**src/rtl/dma_copy_engine.sv**
```systemverilog
// dma_copy_engine: second bus master that copies a block of 32-bit words, ascending, two cycles per word
//   clock, reset        : rising-edge clock, synchronous active-high reset
//   start               : request pulse, accepted only in IDLE
//   src_addr, dst_addr  : first source / destination word address, latched on accept
//   length              : word count 0..96, latched on accept
//   busy, done, error   : bus-owned flag, one-cycle completion pulse, parameter-check failure
//   mem_address/wdata/we: drive the memory controller; mem_rdata is its combinational read data
module dma_copy_engine #(
    parameter logic [15:0] MAP_TOP = 16'h005F,
    parameter logic [15:0] WR_BASE = 16'h0020
) (
    input  logic        clock,
    input  logic        reset,
    input  logic        start,
    input  logic [15:0] src_addr,
    input  logic [15:0] dst_addr,
    input  logic [6:0]  length,
    output logic        busy,
    output logic        done,
    output logic        error,
    output logic [15:0] mem_address,
    output logic [31:0] mem_wdata,
    output logic        mem_we,
    input  logic [31:0] mem_rdata
);
    typedef enum logic [1:0] {IDLE, READ, WRITE, DONE} state_t;
    state_t      r_state, w_next;
    logic [15:0] r_src, r_dst;
    logic [6:0]  r_len, r_i;
    logic [31:0] r_buf;
    logic        r_error;
    logic [16:0] w_src_end, w_dst_end;
    logic        w_bad, w_last;
    // 17-bit end addresses so a block running past 16'hFFFF cannot wrap into the map
    assign w_src_end = {1'b0, src_addr} + {10'd0, length} - 17'd1;
    assign w_dst_end = {1'b0, dst_addr} + {10'd0, length} - 17'd1;
    assign w_bad     = (w_src_end > {1'b0, MAP_TOP}) || (dst_addr < WR_BASE) || (w_dst_end > {1'b0, MAP_TOP});
    assign w_last    = (r_i + 7'd1) == r_len;
    assign error     = r_error;
    always_ff @(posedge clock) begin
        if (reset)
            r_state <= IDLE;
        else
            r_state <= w_next;
    end
    always_comb begin
        w_next      = r_state;
        busy        = (r_state == READ) || (r_state == WRITE);
        done        = r_state == DONE;
        mem_we      = r_state == WRITE;
        mem_wdata   = (r_state == WRITE) ? r_buf : 32'd0;
        mem_address = (r_state == READ)  ? r_src + {9'd0, r_i} :
                      (r_state == WRITE) ? r_dst + {9'd0, r_i} : 16'd0;
        case (r_state)
            IDLE:    w_next = !start ? IDLE : ((length == 7'd0) || w_bad) ? DONE : READ;
            READ:    w_next = WRITE;
            WRITE:   w_next = w_last ? DONE : READ;
            default: w_next = IDLE;
        endcase
    end
    always_ff @(posedge clock) begin
        if (reset) begin
            r_src   <= '0;
            r_dst   <= '0;
            r_len   <= '0;
            r_i     <= '0;
            r_buf   <= '0;
            r_error <= 1'b0;
        end else begin
            case (r_state)
                IDLE: if (start) begin
                    r_src   <= src_addr;
                    r_dst   <= dst_addr;
                    r_len   <= length;
                    r_i     <= '0;
                    // a zero-length request never fails the range check
                    r_error <= (length != 7'd0) && w_bad;
                end
                READ:    r_buf <= mem_rdata;
                WRITE:   r_i <= r_i + 7'd1;
                default: ;
            endcase
        end
    end
endmodule

```
**config.mk**
```make
export PLATFORM = sky130hd
export DESIGN_NAME = dma_copy_engine
export DESIGN_NICKNAME = d
export VERILOG_FILES = /design/src/rtl/dma_copy_engine.sv
export SDC_FILE = /design/constraint.sdc
export NUM_CORES = 1
export LEC_CHECK = 0
export BUFFER_PORTS_ARGS = -buffer_cell sky130_fd_sc_hd__buf_4
export CAP_MARGIN = 20
export CORE_MARGIN = 1.5
export CORE_UTILIZATION = 30
export CTS_BUF_LIST = sky130_fd_sc_hd__clkbuf_4
export CTS_CLUSTER_SIZE = 25
export DETAILED_ROUTE_END_ITERATION = 6
export SYNTH_ARGS = -nofsm -noshare
export SYNTH_HDL_FRONTEND = slang
export SYNTH_SLANG_ARGS = --single-unit
```
**constraint.sdc**
```tcl
create_clock -name clock -period 3.1 [get_ports clock]
set_input_delay 0.155 -clock clock [delete_from_list [all_inputs] [get_ports clock]]
set_output_delay 0.155 -clock clock [all_outputs]
set_load 0.005 [all_outputs]
```
==> results.py <==
metrics = {
    "timing": {
        "slew_headroom": 0.412,
        "fin_crit_sh": 0.992,
        "finalHoldViolCount": 0,
        "layout_setup_ws_ps": 23.3,
        "setup_tns_ps": 0,
        "finalClockSkew_ps": 16.9,
        "max_freq_mhz": 325,
        "tightest_slew_ps": 882,
        "drv_slew": 0,
        "fin_crit_ps": 3080,
        "final-setup-viol-count": 0,
        "rsz0062_at_grt": "true",
    },
    "pwr": {
        "p_leak_nw": 4.00,
        "ir_drop_mv": 0.170,
        "p_per_area_nw_per_um2": 358,
    },
    "cells_and_area": {
        "final_layout_size_suffix_gt1_frac": 0.223,
        "stdcell_area_um2": 8760,
        "final_cell_mix": "buf_4, nand2_1, inv_1, dfxtp_1, a21oi_1",
        "multi_input_area_um2": 4390,
        "seq_area_um2": 1630,
        "num-fill-cells": 2108,
        "n_antenna_cell": 0,
        "layout.cells.non_filler": 1298,
        "fin_nets": 1170,
        "layout_commonest_cell": "buf_4",
        "areaGrowthSynthToFinish_pct": 38.8,
    },
    "grt": {
        "grt_pass1_vias": 5910,
        "grt-ovfl-total": 0,
        "grtUsageTotal": 0.163,
        "antenna_found_initial": 0,
        "grt_pass1_wl_um": 29100,
        "grt_start_max_net_pins": 82,
    },
    "routing": {
        "drc": 0,
        "wirelength_um": 18500,
        "viasPerCell": 4.78,
        "wire_per_inst_um": 14.3,
        "ant_nets": 0,
        "first_pass_iters": 5,
        "vias": 6203,
        "drt-initial-drc-count": 306,
    },
    "yosys": {
        "syn-num-nets": 962,
        "netlist_top_cells_area": "dfxtp_1, ha_1, mux2i_1",
        "synth_edf_count": 0,
        "synth_warnings": 0,
        "synth-async-reset-ratio": 0,
        "synthDistinctLibCells": 58,
        "ys.flop_type": "dfxtp_1",
        "synth_top_area_share": 0.257,
        "syn_avg_cell_area_um2": 7.75,
        "syn_inst": 815,
        "ys_ff_latch": 81,
        "synth.largest_area_cell": "dfxtp_1",
        "ys_seq_area_frac": 0.257,
        "syn_area_um2": 6310,
    },
    "job": {
        "drv_cap": 0,
    },
    "outcome": {
        "status": "completed",
    },
    "worst_setup_path": {
        "cp_slowest_stage_delay_ps": 570,
        "crit_arrival_ps": 3370,
        "crit_chain": "dlygate4sd3_1 > buf_4 > inv_1 > ha_1 > inv_1 > ha_1 > o211ai_1 > o21ai_1 > xnor2_1 > o32ai_1 > or4_1 > or4_4 > o311ai_2 > a21oi_1",
        "critical_path_buf_inv_count": 4,
        "cp_top_family": "simple AND/OR/NAND/NOR gates",
        "crit_cells": 14,
        "endpoint_kind": "flip-flop",
        "worst_ep_required_time_ps": 3390,
        "worst-setup-path-type": "in2reg",
        "reg2reg_depth": 5,
        "slowest_stage": "or4_4",
        "cp_max_fo": 2,
        "start_kind": "input port",
    },
    "placement": {
        "dp_cells": 1217,
        "gp_congestion": 0.895,
        "dp_hpwl_um": 13900,
        "io_buffer_count": 125,
        "dp_slack_ps": -264,
        "dpl_cell_area_um2": 7750,
    },
    "die": {
        "die_w_um": 148,
        "initial_core_util": 0.309,
        "core-area_um2": 20400,
        "fp-row-count": 52,
        "die_area_um2": 21900,
        "ios": 126,
        "dieHeight_um": 148,
    },
    "clock_tree": {
        "cts_tree": "yes",
        "clockRootBuffer": "clkbuf_4",
        "clkTransAtPathRegs_ps": 140,
        "clk-insertion-delay-late_ps": 430,
        "cts_sinks": 81,
        "cts_buffers": 9,
        "h-tree-depth": 3,
        "clk_path_buf_depth": 2,
    },
    "worst_hold_path": {
        "hp-class": "in2reg",
        "whs_path_depth": 4,
    },
}
[cell type report]
type                    count  share of cell area
clock buffers               9             0.00771
clock inverters             7              0.0134
inverters                  84              0.0360
multi-input cells         614               0.501
flip-flops and latches     81               0.186
well taps                 270              0.0386
repair buffers            233               0.218
[worst min-delay path: stages]
cell and delay (ps):
buf_4 90, buf_4 90, nand2_1 40, a21oi_1 100
[report_power, final]
part / internal (mW) / leakage (nW) / switching (mW)
sequential: 1.13 / 0.663 / 0.0664
clock: 0.408 / 0.0902 / 0.386
combinational: 0.555 / 3.24 / 0.597
[repair_timing]
item | in CTS | in global routing
pin swaps | 3 | 17
endpoints found under the hold margin | 61 | 0
setup buffers | 1 | 3
setup endpoints to repair | 10 | 11
gates resized for setup | 13 | 36
hold buffers | 61 | 0
[cell usage after synthesis (11+ instances only)]
| library cell | instances |
|---|---|
| a22o_1 | 12 |
| inv_1 | 83 |
| ha_1 | 69 |
| clkbuf_1 | 27 |
| xor2_1 | 11 |
| xnor2_1 | 31 |
| o21ai_0 | 21 |
| mux2i_1 | 40 |
| and2_1 | 34 |
| nand3_1 | 17 |
| a21o_1 | 13 |
| nand2_1 | 106 |
| dfxtp_1 | 81 |
| nor2_1 | 62 |
| a21oi_1 | 73 |
[sequential cells by signal, indices dropped and copies added, names as in the netlist]
register  flops
error         1
r_buf        32
r_dst        16
r_i           7
r_len         7
r_src        16
r_state       2
[per-layer routing]
layer  wire [um]  GRT usage  vias up
met5           0          0        -
met4         281     0.0312        0
met3         749     0.0215       23
met2        8810      0.279      134
met1        8670      0.221     2855
li1            -          -     3191
[through the flow]
stage	total power, mW	hold slack (ps)	util
after floorplan	1.88	291	-
after global placement	2.25	390	0.379
after detailed placement	2.26	395	0.379
after CTS	3.13	26.7	0.420
after global routing	3.34	49.7	0.429
final	3.14	63.1	0.429
[path summary, 6_finish.rpt]
kind               start  slack (ps)        end
max reg2reg   r_state[1]        1050  r_buf[13]
min reg2reg     r_dst[6]         470   r_dst[6]
max          src_addr[4]          20      error
min          dst_addr[0]          60   r_dst[0]
[cells by family after synthesis]
group           share of synthesized area
compound gates                      0.183
simple gates                        0.207
xor+xnor                           0.0583
buf+inv                            0.0757
fa+ha+maj                           0.149
mux                                0.0706
flops                               0.257
Power figures use the tool's default switching activity.
